==> src/rtl/pll_trim_controller_if.sv <==
// Bus for the PLL trim controller: loop enable, the osc reference and the
// div target go in, and the thermometer trim, its index and lock come out.
interface pll_trim_controller_if #(
  parameter int DIV_W  = 5,
  parameter int TRIM_W = 26
) ();
  localparam int IDX_W = $clog2(TRIM_W + 1);

  logic              enable;
  logic              osc;
  logic [DIV_W-1:0]  div;
  logic [TRIM_W-1:0] trim;
  logic [IDX_W-1:0]  trim_idx;
  logic              lock;

  // The master drives the loop controls and observes the trim result.
  modport master (output enable, osc, div, input trim, trim_idx, lock);
  // The slave is the controller itself.
  modport slave  (input enable, osc, div, output trim, trim_idx, lock);
endinterface

==> src/rtl/pll_trim_controller.sv <==
// PLL trim controller: measures the osc period in clock cycles, compares it
// with the div target and steps a thermometer-coded trim up or down until
// the period sits inside the lock window.
module pll_trim_controller #(
  parameter int DIV_W       = 5,
  parameter int TRIM_W      = 26,
  parameter int CNT_W       = 8,
  parameter int TOL         = 1,
  parameter int COARSE_THR  = 4,
  parameter int COARSE_STEP = 4,
  parameter int LOCK_N      = 4,
  parameter int TRIM_INIT   = 13
) (
  input  logic                  clock,
  input  logic                  reset,
  pll_trim_controller_if.slave  bus
);
  localparam int IDX_W = $clog2(TRIM_W + 1);
  localparam int MW    = (CNT_W > DIV_W) ? CNT_W : DIV_W;
  localparam int LW    = $clog2(LOCK_N + 1);

  localparam logic [CNT_W-1:0] CNT_MAX  = '1;
  localparam logic [MW:0]      TOL_V    = TOL[MW:0];
  localparam logic [MW:0]      THR_V    = COARSE_THR[MW:0];
  localparam logic [IDX_W:0]   STEP_C   = COARSE_STEP[IDX_W:0];
  localparam logic [IDX_W:0]   STEP_F   = 1;
  localparam logic [IDX_W:0]   IDX_MAX  = TRIM_W[IDX_W:0];
  localparam logic [IDX_W-1:0] IDX_TOP  = TRIM_W[IDX_W-1:0];
  localparam logic [IDX_W-1:0] IDX_RST  = TRIM_INIT[IDX_W-1:0];
  localparam logic [LW-1:0]    LOCK_V   = LOCK_N[LW-1:0];

  // Thermometer code: the lowest n bits set.
  function automatic logic [TRIM_W-1:0] thermo(input logic [IDX_W-1:0] n);
    logic [TRIM_W-1:0] t;
    t = '0;
    for (int i = 0; i < TRIM_W; i++) t[i] = (IDX_W'(i) < n);
    return t;
  endfunction

  localparam logic [TRIM_W-1:0] TRIM_RST = thermo(IDX_RST);

  typedef enum logic [1:0] {IDLE, ARM, TRACK} state_t;

  state_t            state_q;
  logic              sync1_q, sync2_q, tick_q;
  logic [CNT_W-1:0]  cnt_q;
  logic [LW-1:0]     lockCnt_q, lockCnt_d;
  logic [IDX_W-1:0]  idx_q, idx_d;
  logic [TRIM_W-1:0] trim_q;
  logic              lock_q;

  logic [CNT_W-1:0]  meas;
  logic              measSat;
  logic [MW-1:0]     measExt, divExt;
  logic signed [MW:0] err;
  logic [MW:0]       absErr;
  logic              inWindow;
  logic [IDX_W:0]    step, idxW, sum, diff;

  // Bring osc into the clock domain and flag the cycle after its rising edge.
  always_ff @(posedge clock or negedge reset) begin
    if (!reset) begin
      sync1_q <= 1'b0;
      sync2_q <= 1'b0;
      tick_q  <= 1'b0;
    end else begin
      sync1_q <= bus.osc;
      sync2_q <= sync1_q;
      tick_q  <= sync1_q & ~sync2_q;
    end
  end

  // Period error against div and the trim/lock values a tick would produce.
  always_comb begin
    meas     = (cnt_q == CNT_MAX) ? CNT_MAX : cnt_q + 1'b1;
    measSat  = (meas == CNT_MAX);
    measExt  = MW'(meas);
    divExt   = MW'(bus.div);
    err      = $signed({1'b0, measExt}) - $signed({1'b0, divExt});
    absErr   = (err < 0) ? $unsigned(-err) : $unsigned(err);
    inWindow = (absErr <= TOL_V);
    step     = (absErr >= THR_V) ? STEP_C : STEP_F;
    idxW     = {1'b0, idx_q};
    sum      = idxW + step;
    diff     = idxW - step;
    idx_d    = idx_q;
    if (!inWindow) begin
      if (err > 0) idx_d = (sum > IDX_MAX) ? IDX_TOP : sum[IDX_W-1:0];
      else         idx_d = (idxW < step) ? '0 : diff[IDX_W-1:0];
    end
    if (!inWindow || measSat) lockCnt_d = '0;
    else if (lockCnt_q == LOCK_V) lockCnt_d = LOCK_V;
    else lockCnt_d = lockCnt_q + 1'b1;
  end

  // Loop state machine: period counter, trim stepping and lock flag.
  always_ff @(posedge clock or negedge reset) begin
    if (!reset) begin
      state_q   <= IDLE;
      cnt_q     <= '0;
      lockCnt_q <= '0;
      idx_q     <= IDX_RST;
      trim_q    <= TRIM_RST;
      lock_q    <= 1'b0;
    end else if (!bus.enable) begin
      state_q   <= IDLE;
      cnt_q     <= '0;
      lockCnt_q <= '0;
      lock_q    <= 1'b0;
    end else begin
      if (tick_q) cnt_q <= '0;
      else if (state_q != IDLE && cnt_q != CNT_MAX) cnt_q <= cnt_q + 1'b1;
      case (state_q)
        IDLE: begin
          cnt_q     <= '0;
          lockCnt_q <= '0;
          lock_q    <= 1'b0;
          state_q   <= ARM;
        end
        ARM: begin
          lockCnt_q <= '0;
          lock_q    <= 1'b0;
          if (tick_q) state_q <= TRACK;
        end
        TRACK: begin
          if (tick_q) begin
            idx_q     <= idx_d;
            trim_q    <= thermo(idx_d);
            lockCnt_q <= lockCnt_d;
            lock_q    <= (lockCnt_d == LOCK_V);
          end
        end
        default: state_q <= IDLE;
      endcase
    end
  end

  assign bus.trim     = trim_q;
  assign bus.trim_idx = idx_q;
  assign bus.lock     = lock_q;
endmodule

==> src/flat_wrapper.sv <==
// flat-port wrapper written by rule: the top's interface ports become plain ports
module pll_trim_controller_flat 
#(
  parameter int DIV_W       = 5,
  parameter int TRIM_W      = 26,
  parameter int CNT_W       = 8,
  parameter int TOL         = 1,
  parameter int COARSE_THR  = 4,
  parameter int COARSE_STEP = 4,
  parameter int LOCK_N      = 4,
  parameter int TRIM_INIT   = 13
)
  (clock, reset, bus_enable, bus_osc, bus_div, bus_trim, bus_trim_idx, bus_lock);
  pll_trim_controller_if #(.DIV_W(DIV_W), .TRIM_W(TRIM_W)) bus_i ();
  input  logic clock;
  input  logic reset;
  input wire logic [$bits(bus_i.enable)-1:0] bus_enable;
  input wire logic [$bits(bus_i.osc)-1:0] bus_osc;
  input wire logic [$bits(bus_i.div)-1:0] bus_div;
  output wire logic [$bits(bus_i.trim)-1:0] bus_trim;
  output wire logic [$bits(bus_i.trim_idx)-1:0] bus_trim_idx;
  output wire logic [$bits(bus_i.lock)-1:0] bus_lock;
  assign bus_i.enable = bus_enable;
  assign bus_i.osc = bus_osc;
  assign bus_i.div = bus_div;
  assign bus_trim = bus_i.trim;
  assign bus_trim_idx = bus_i.trim_idx;
  assign bus_lock = bus_i.lock;
  pll_trim_controller #(.DIV_W(DIV_W), .TRIM_W(TRIM_W), .CNT_W(CNT_W), .TOL(TOL), .COARSE_THR(COARSE_THR), .COARSE_STEP(COARSE_STEP), .LOCK_N(LOCK_N), .TRIM_INIT(TRIM_INIT)) u_core (.clock(clock), .reset(reset), .bus(bus_i));
endmodule
==> config.mk <==
export PLATFORM = sky130hd
export DESIGN_NAME = pll_trim_controller_flat
export DESIGN_NICKNAME = d
export VERILOG_FILES = /design/src/rtl/pll_trim_controller_if.sv /design/src/rtl/pll_trim_controller.sv /design/src/flat_wrapper.sv
export SDC_FILE = /design/constraint.sdc
export NUM_CORES = 1
export LEC_CHECK = 0
export BUFFER_PORTS_ARGS = -buffer_cell sky130_fd_sc_hd__buf_4
export CAP_MARGIN = 20
export CORE_MARGIN = 3
export CORE_UTILIZATION = 52
export CTS_CLUSTER_SIZE = 25
export DETAILED_ROUTE_END_ITERATION = 7
export PLACE_DENSITY = 0.82
export SLEW_MARGIN = 40
export SYNTH_ARGS = -nofsm -noshare
export SYNTH_HDL_FRONTEND = slang
export SYNTH_SLANG_ARGS = --single-unit
export TNS_END_PERCENT = 5
==> constraint.sdc <==
create_clock -name clock -period 5.82 [get_ports clock]
set_clock_uncertainty 0.1 [all_clocks]
set_input_delay 1.164 -clock clock [delete_from_list [all_inputs] [get_ports clock]]
set_output_delay 1.164 -clock clock [all_outputs]
set_load 0.02 [all_outputs]
==> flow_metrics.py, run 1 <==
metrics = {
    "global_route": {
        "grt_start_max_net_pins": 48,
        "groute.usage.overall": 0.225,
        "antenna_found_initial": 0,
        "grt_overflow": 0,
        "grt_pass1_vias": 2577,
        "grt_first_pass_wirelength_um": 11800,
    },
    "logic_synthesis": {
        "synth-edff-count": 0,
        "netlist_area_um2": 3010,
        "async_reset_ff_frac": 1.00,
        "yosysWarnings": 0,
        "synth_area_per_cell_um2": 8.54,
        "synth.distinct_cells": 57,
        "synth_flop_cell": "dfrtp_1",
        "synth_seq_cells": 47,
        "ys_seq_area_frac": 0.397,
        "syn-num-nets": 378,
        "postSynthCellCount": 353,
    },
    "timing": {
        "final-setup-viol-count": 0,
        "hold_viol": 0,
        "holdWs_ns": 0.273,
        "worst_pin_slew_ns": 0.713,
        "min_period_ns": 5.66,
        "clock.fmax_mhz": 177,
        "finalMaxSlewViolations": 0,
        "layout_setup_ws_ns": 0.155,
        "fin_crit_sh": 0.973,
        "relSlewSlack": 0.522,
    },
    "cells_and_area": {
        "fin_area_um2": 3680,
        "synthToLayoutAreaGrowth_pct": 22.3,
        "final_common_cell": "buf_4",
        "drive_gt1_frac": 0.279,
        "insertedDiodeCount": 0,
        "final_cell_mix": "buf_4, nor2_1, nand2_1, a21oi_1, dfrtp_1",
        "nFillCells": 434,
        "nets": 426,
    },
    "job": {
        "maxCapViolations": 0,
    },
    "clock_network": {
        "htree_levels": 2,
        "cts_tree": "built",
        "clock_latency_ns": 0.31,
        "clock-sinks": 47,
        "numCtsBuffers": 5,
        "root_buffer": "clkbuf_8",
        "path_clk_slew_ns": 0.09,
        "cts_max_path_buffers": 2,
    },
    "power_and_ir_drop": {
        "powerDensity_nw_per_um2": 318,
        "max-vdd-ir-drop_uv": 244,
        "total_power_mw": 1.17,
        "p_leak_nw": 1.68,
    },
    "worst_setup_path": {
        "path_max_fanout": 7,
        "crit_path_end_kind": "register",
        "cp.required_ns": 5.91,
        "cp-startpoint": "u_core.cnt_q[0]",
        "cp-start-kind": "register",
        "critPathKind": "reg2reg",
        "rrSetupSlack_ns": 0.16,
        "slowest_delay_ns": 0.44,
        "slowest_stage": "dfrtp_2",
        "critPathArrivalTime_ns": 5.75,
        "reg2reg_from": "u_core.cnt_q[0]",
    },
    "routing": {
        "wl_per_cell_um": 15.9,
        "via_count": 2852,
        "first_iter_violations": 301,
        "via_per_inst": 6.02,
        "first_pass_iters": 4,
        "drc": 0,
        "postRouteAntennaNets": 0,
        "routed_wl_um": 7520,
    },
    "placement": {
        "dp_slack_ns": -0.135,
        "gp_congestion": 0.900,
        "io_buffers": 40,
        "placed_area_um2": 3400,
        "dpl.hpwl_um": 5500,
    },
    "hold_path": {
        "hold_class": "reg2reg",
        "hp-start": "u_core.sync1_q",
    },
    "floorplan": {
        "coreArea_um2": 5570,
        "die_y_um": 82.1,
        "pin_count": 41,
        "die-area_um2": 6740,
        "start_util": 0.541,
        "num_rows": 27,
        "die_width_um": 82.1,
    },
    "outcome": {
        "status": "completed",
    },
}
==> cells in the mapped netlist, types with 3 or more instances <==
library cell	n	share of area
ha_1	15	0.062
inv_1	20	0.025
a21o_1	4	0.010
nand2_1	40	0.050
xor2_1	5	0.015
o21ai_1	9	0.015
nor2b_1	4	0.0083
a31oi_1	3	0.0062
dfrtp_1	31	0.26
and2_1	3	0.0062
a21oi_1	36	0.060
a211oi_1	5	0.012
nor2_1	43	0.054
buf_4	3	0.0075
nand2b_1	4	0.0083
dfstp_2	16	0.14
mux2i_1	5	0.017
nor3_1	10	0.017
and4_1	3	0.0087
nand4_1	8	0.017
o211ai_1	3	0.0075
nand3_1	14	0.023
clkbuf_1	8	0.010
o21ai_0	13	0.022
nand3b_1	4	0.010
xnor2_1	3	0.0087
==> cell families after synthesis <==
| logic type | synth area share |
|---|---|
| buffers and inverters | 0.0486 |
| XOR/XNOR | 0.0233 |
| flip-flops | 0.397 |
| AND/OR/NAND/NOR | 0.236 |
| AO/OA/AOI/OAI | 0.206 |
| multiplexers | 0.0203 |
| adder cells (fa/ha/maj) | 0.0689 |
==> worst max-delay path, delay by kind of cell, from the launching register on <==
kind	cells	cell delay [ns]
flops	1	0.44
simple gates	9	1.63
buf+inv	1	0.04
fa+ha+maj	5	1.33
compound gates	11	2.01
==> report_power, final <==
group	switching [mW]	leakage [nW]	internal, mW	total, mW
clock network	0.114	0.0581	0.128	0.242
logic	0.296	1.05	0.203	0.499
registers	0.0421	0.573	0.386	0.429
total	0.453	1.68	0.717	1.17
==> final cells by class <==
cell class,count,area [um2],share of cell area
Sequential cell,47,1200,0.325
Tap cell,72,90.1,0.0245
Clock buffer,5,68.8,0.0187
Inverter,22,82.6,0.0224
Multi-Input combinational cell,272,1800,0.489
Clock inverter,3,43.8,0.0119
Timing Repair Buffer,53,398,0.108
==> stage by stage <==
stage                     utilization  cells  TNS (ns)
after floorplan                     -    353         0
after global placement          0.610    461         0
after detailed placement        0.610    461    -0.467
after CTS                       0.633    470         0
after global routing            0.661    474    -0.243
final                           0.661    474         0
==> state kept, by name, indices dropped and copies added, names as in the netlist <==
register	flops
u_core.tick_q	1
u_core.sync2_q	1
u_core.lockCnt_q	3
u_core.bus.lock	1
u_core.sync1_q	1
u_core.cnt_q	8
u_core.bus.trim_idx	4
u_core.state_q	2
u_core.bus.trim	26
==> path summary, 6_finish.rpt <==
check                                       to  cells past startpoint
hold reg to reg                 u_core.sync2_q                      0
setup reg to reg           u_core.bus.trim[17]                     26
hold / removal                  u_core.sync2_q                      0
min in group asynchronous  u_core.bus.trim[15]                      1
max in group asynchronous      u_core.cnt_q[0]                      1
setup / recovery           u_core.bus.trim[17]                     26
==> timing repair <==
| action | in CTS | in global routing |
|---|---|---|
| hold buffers | 0 | 0 |
| gates resized for setup | 3 | 22 |
| setup endpoints to repair | 4 | 26 |
| setup buffers | 1 | 4 |
| pin swaps | 1 | 12 |
==> layer usage <==
metal | track usage | share of wire
met5 | 0 | 0
met4 | 0.0515 | 0.019
met3 | 0.0423 | 0.061
met2 | 0.398 | 0.53
met1 | 0.284 | 0.39
Note: power is estimated with default switching activity, not from simulation.
==> run 2: changes to the inputs <==
Settings changed: MAX_ROUTING_LAYER set to met4.
==> flow_metrics.py, run 2 (synthesized netlist as in run 1, its figures left out) <==
metrics = {
    "routing": {
        "routed_wl_um": 7470,
        "drc": 0,
        "wl_per_cell_um": 15.8,
        "via_count": 2772,
        "via_per_inst": 5.86,
        "postRouteAntennaNets": 0,
        "first_pass_iters": 4,
        "first_iter_violations": 176,
    },
    "cells_and_area": {
        "synthToLayoutAreaGrowth_pct": 22.0,
        "final_common_cell": "buf_4",
        "fin_area_um2": 3680,
        "insertedDiodeCount": 0,
        "drive_gt1_frac": 0.282,
        "nets": 425,
        "final_cell_mix": "buf_4, nor2_1, nand2_1, a21oi_1, dfrtp_1",
        "stdcell_count": 473,
        "largest_reg_flops": 26,
    },
    "global_route": {
        "grt_first_pass_wirelength_um": 11700,
        "groute.usage.overall": 0.231,
        "grt_pass1_vias": 2562,
        "grt_overflow": 0,
        "grt_start_max_net_pins": 48,
        "antenna_found_initial": 0,
    },
    "worst_setup_path": {
        "critPathKind": "reg2reg",
        "crit_path_end_kind": "register",
        "path_max_fanout": 7,
        "cp.required_ns": 5.91,
        "cp-start-kind": "register",
        "reg2reg_from": "u_core.cnt_q[0]",
        "cp-startpoint": "u_core.cnt_q[0]",
        "critPathArrivalTime_ns": 5.68,
    },
    "power_and_ir_drop": {
        "max-vdd-ir-drop_uv": 155,
        "switching_share": 0.389,
        "p_int_mw": 0.706,
        "combPwrFrac": 0.416,
        "p_leak_nw": 1.67,
        "total_power_mw": 1.16,
        "p_seq_frac": 0.368,
        "powerDensity_nw_per_um2": 315,
        "clkPwrFrac": 0.215,
        "switching_power_mw": 0.450,
    },
    "timing": {
        "tns_ns": 0,
        "clock.fmax_mhz": 179,
        "worst_pin_slew_ns": 0.742,
        "relSlewSlack": 0.503,
        "fin_crit_sh": 0.961,
        "finalMaxSlewViolations": 0,
        "holdWs_ns": 0.266,
        "final-setup-viol-count": 0,
        "min_period_ns": 5.59,
        "hold_viol": 0,
    },
    "clock_network": {
        "root_buffer": "clkbuf_8",
        "path_clk_slew_ns": 0.09,
        "htree_levels": 2,
        "clock-sinks": 47,
        "holdBufCountCts": 0,
        "numCtsBuffers": 5,
        "cts_tree": "built",
        "clock_latency_ns": 0.31,
        "cts_max_path_buffers": 2,
    },
    "floorplan": {
        "coreArea_um2": 5570,
        "die_y_um": 82.1,
        "pin_count": 41,
        "start_util": 0.541,
        "die-area_um2": 6740,
        "num_rows": 27,
        "die_width_um": 82.1,
    },
    "outcome": {
        "status": "completed",
    },
    "placement": {
        "placed_cells": 461,
        "dpl.hpwl_um": 5270,
        "gp_congestion": 1.01,
        "io_buffers": 40,
        "placed_area_um2": 3400,
    },
    "job": {
        "maxCapViolations": 0,
    },
    "hold_path": {
        "hold_class": "reg2reg",
        "hp-start": "u_core.sync1_q",
    },
}
-- run 2: metal layers --
layer / vias to the layer above / track usage / wire, um
met5: - / - / 0
met4: 0 / 0.110 / 168
met3: 17 / 0.0358 / 510
met2: 97 / 0.368 / 3800
met1: 1311 / 0.288 / 2990
li1: 1347 / - / -
-- run 2: power by group through the flow --
| stage | logic [mW] | clock network (mW) | registers, mW |
|---|---|---|---|
| 2_1_floorplan | 0.243 | 0 | 0.472 |
| 3_5_place_dp | 0.427 | 0 | 0.429 |
| 6_report | 0.482 | 0.249 | 0.426 |
| 3_3_place_gp | 0.415 | 0 | 0.428 |
| 4_1_cts | 0.429 | 0.251 | 0.424 |
| 5_1_grt | 0.522 | 0.263 | 0.433 |
-- run 2: area by class of cell --
class / instances / area [um2]
Inverter: 22 / 82.6
Fill cell: 462 / 1900
Tap cell: 72 / 90.1
Timing Repair Buffer: 52 / 390
Clock inverter: 3 / 46.3
Sequential cell: 47 / 1200
Clock buffer: 5 / 68.8
Multi-Input combinational cell: 272 / 1800
-- run 2: worst max-delay path, cell delays in order (launching register included) --
cell and delay (ns):
dfrtp_2 0.40, ha_1 0.16, and4_1 0.22, nand2b_1 0.09
and2_1 0.19, ha_1 0.22, fa_2 0.36, nand2b_1 0.17
a211o_1 0.27, and4_1 0.24, and2_1 0.16, a31o_2 0.23
o21ai_1 0.09, nand2b_4 0.15, inv_2 0.04, ha_1 0.22
ha_2 0.36, nor2b_2 0.16, o21bai_1 0.08, a211oi_2 0.22
a211oi_2 0.08, o211ai_1 0.19, o32ai_2 0.16, o22ai_4 0.34
nand3b_1 0.27, a21oi_2 0.23, o21ai_1 0.07
-- run 2: worst paths after layout --
check | cells after the start | endpoint | slack, ns
max in group asynchronous | 1 | u_core.cnt_q[0] | 4.44
max | 26 | u_core.bus.trim[17] | 0.23
max reg2reg | 26 | u_core.bus.trim[17] | 0.23
min in group asynchronous | 1 | u_core.bus.trim[13] | 0.74
min | 0 | u_core.sync2_q | 0.27
min reg2reg | 0 | u_core.sync2_q | 0.27
-- run 2: what timing repair did --
item,4_1_cts,5_1_grt
setup buffers,0,4
setup endpoints to repair,0,25
gates resized for setup,0,27
-- run 2: per-stage QoR --
| step | util | setup slack [ns] |
|---|---|---|
| 2_1_floorplan | - | 0.225 |
| 3_3_place_gp | 0.610 | 0.126 |
| 3_5_place_dp | 0.610 | -0.119 |
| 4_1_cts | 0.631 | 0.0165 |
| 5_1_grt | 0.659 | -0.120 |
| 6_report | 0.659 | 0.230 |
==> run 3: changes to the inputs <==
Settings changed: HOLD_SLACK_MARGIN set to 0.1, RECOVER_POWER set to 100.
==> flow_metrics.py, run 3 (synthesized netlist as in run 1, its figures left out) <==
metrics = {
    "outcome": {
        "status": "complete, but fails checks",
        "violations": "capacitance limit, slew limit",
    },
    "worst_setup_path": {
        "slowest_stage": "dfrtp_2",
        "path_max_fanout": 7,
        "cpLargestDelayFamily": "compound AO/OA/AOI/OAI gates",
        "cp.required_ns": 5.91,
        "slowest_delay_ns": 0.40,
        "path_common_cell": "ha_1",
        "crit_path_end_kind": "register",
        "critical_path_buf_inv_count": 1,
        "critPathKind": "reg2reg",
        "critPathArrivalTime_ns": 5.68,
        "cp-start-kind": "register",
    },
    "power_and_ir_drop": {
        "p_seq_frac": 0.373,
        "switching_share": 0.400,
        "clkPwrFrac": 0.221,
        "p_leak_nw": 1.57,
        "switching_power_mw": 0.451,
        "powerDensity_nw_per_um2": 315,
        "max-vdd-ir-drop_uv": 154,
        "p_int_mw": 0.677,
        "combPwrFrac": 0.406,
    },
    "timing": {
        "finalMaxSlewViolations": 48,
        "min_period_ns": 5.59,
        "relSlewSlack": -0.609,
        "clock.fmax_mhz": 179,
        "fin_crit_sh": 0.961,
        "worst_pin_slew_ns": 2.41,
        "hold_viol": 0,
        "tns_ns": 0,
        "final-setup-viol-count": 0,
    },
    "cells_and_area": {
        "final_cell_mix": "nor2_1, nand2_1, a21oi_1, dfrtp_1, buf_4",
        "largest_reg_flops": 26,
        "nFillCells": 465,
        "synthToLayoutAreaGrowth_pct": 18.9,
        "stdcell_count": 473,
        "final_common_cell": "nor2_1",
        "nets": 425,
        "drive_gt1_frac": 0.195,
        "insertedDiodeCount": 0,
    },
    "clock_network": {
        "cts_max_path_buffers": 2,
        "numCtsBuffers": 5,
        "holdBufCountCts": 0,
        "clock-sinks": 47,
        "clock_latency_ns": 0.31,
        "root_buffer": "clkbuf_8",
        "htree_levels": 2,
        "path_clk_slew_ns": 0.09,
        "cts_tree": "built",
    },
    "floorplan": {
        "coreArea_um2": 5570,
        "start_util": 0.541,
        "pin_count": 41,
        "die_width_um": 82.1,
        "die_y_um": 82.1,
        "num_rows": 27,
        "die-area_um2": 6740,
    },
    "global_route": {
        "grt_start_max_net_pins": 48,
        "grt_first_pass_wirelength_um": 11700,
        "groute.usage.overall": 0.231,
        "antenna_found_initial": 0,
        "grt_pass1_vias": 2562,
        "grt_overflow": 0,
    },
    "routing": {
        "postRouteAntennaNets": 0,
        "first_pass_iters": 5,
        "first_iter_violations": 180,
        "via_count": 2791,
        "via_per_inst": 5.90,
        "routed_wl_um": 7520,
        "drc": 0,
        "wl_per_cell_um": 15.9,
    },
    "placement": {
        "gp_congestion": 1.01,
        "placed_cells": 461,
        "io_buffers": 40,
        "dpl.hpwl_um": 5270,
    },
    "hold_path": {
        "hold_class": "reg2reg",
    },
    "job": {
        "maxCapViolations": 1,
    },
}
## run 3: cell types whose count changed in the layout (fill, tap and decap cells not counted), sizes merged
| cell | before | now |
|---|---|---|
| buf | 52 | 26 |
| clkbuf | 5 | 31 |
## run 3: layout make-up
class	instances	area, um2	area share
multi-input cells	272	1800	0.502
flip-flops and latches	47	1200	0.335
repair buffers	52	297	0.0828
well taps	72	90.1	0.0251
inverters	22	82.6	0.0231
clock buffers	5	68.8	0.0192
clock inverters	3	46.3	0.0129
## run 3: timing repair
item | CTS | global route
setup endpoints to repair | 0 | 25
buffers inserted | 0 | 4
resized for setup | 0 | 27
## run 3: power groups by stage
stage | Combinational (mW) | Clock, mW | Sequential, mW
after floorplan | 0.243 | 0 | 0.472
after global placement | 0.415 | 0 | 0.428
after detailed placement | 0.427 | 0 | 0.429
after CTS | 0.429 | 0.251 | 0.424
after global routing | 0.498 | 0.263 | 0.428
final | 0.458 | 0.249 | 0.421
## run 3: layer usage
metal  track usage  share of wire
met5             -              0
met4         0.110          0.024
met3        0.0358          0.065
met2         0.368           0.50
met1         0.288           0.41
## run 3: worst paths after layout
check | start | endpoint | slack, ns | cells past startpoint
worst max-delay path | u_core.cnt_q[0] | u_core.bus.trim[17] | 0.23 | 26
worst min-delay path | u_core.sync1_q | u_core.sync2_q | 0.27 | 0
worst max register to register | u_core.cnt_q[0] | u_core.bus.trim[17] | 0.23 | 26
worst min register to register | u_core.sync1_q | u_core.sync2_q | 0.27 | 0
max in group asynchronous | reset | u_core.cnt_q[0] | 2.57 | 1
min in group asynchronous | reset | u_core.bus.trim_idx[1] | 1.48 | 1
## run 3: per-stage QoR
stage / cell area [um2] / worst slack, ns / power [mW] / util / hold slack (ns)
finish: 3580 / 0.229 / 1.13 / 0.643 / 0.265
global route: 3580 / -0.115 / 1.19 / 0.643 / 0.282
global placement: 3400 / 0.126 / 0.843 / 0.610 / 0.253
detailed placement: 3400 / -0.119 / 0.857 / 0.610 / 0.261
floorplan: 3010 / 0.225 / 0.715 / - / 0.247
CTS: 3510 / 0.0165 / 1.10 / 0.631 / 0.273
## run 3: worst reg2reg max path, cell delays in order, from the launching register on
cell,delay [ns]
dfrtp_2,0.40
ha_1,0.16
and4_1,0.22
nand2b_1,0.09
and2_1,0.19
ha_1,0.22
fa_2,0.36
nand2b_1,0.17
a211o_1,0.27
and4_1,0.24
and2_1,0.16
a31o_2,0.23
o21ai_1,0.09
nand2b_4,0.16
inv_2,0.04
ha_1,0.22
ha_2,0.36
nor2b_2,0.16
o21bai_1,0.08
a211oi_2,0.22
a211oi_2,0.08
o211ai_1,0.19
o32ai_2,0.16
o22ai_4,0.34
nand3b_1,0.27
a21oi_2,0.23
o21ai_1,0.08
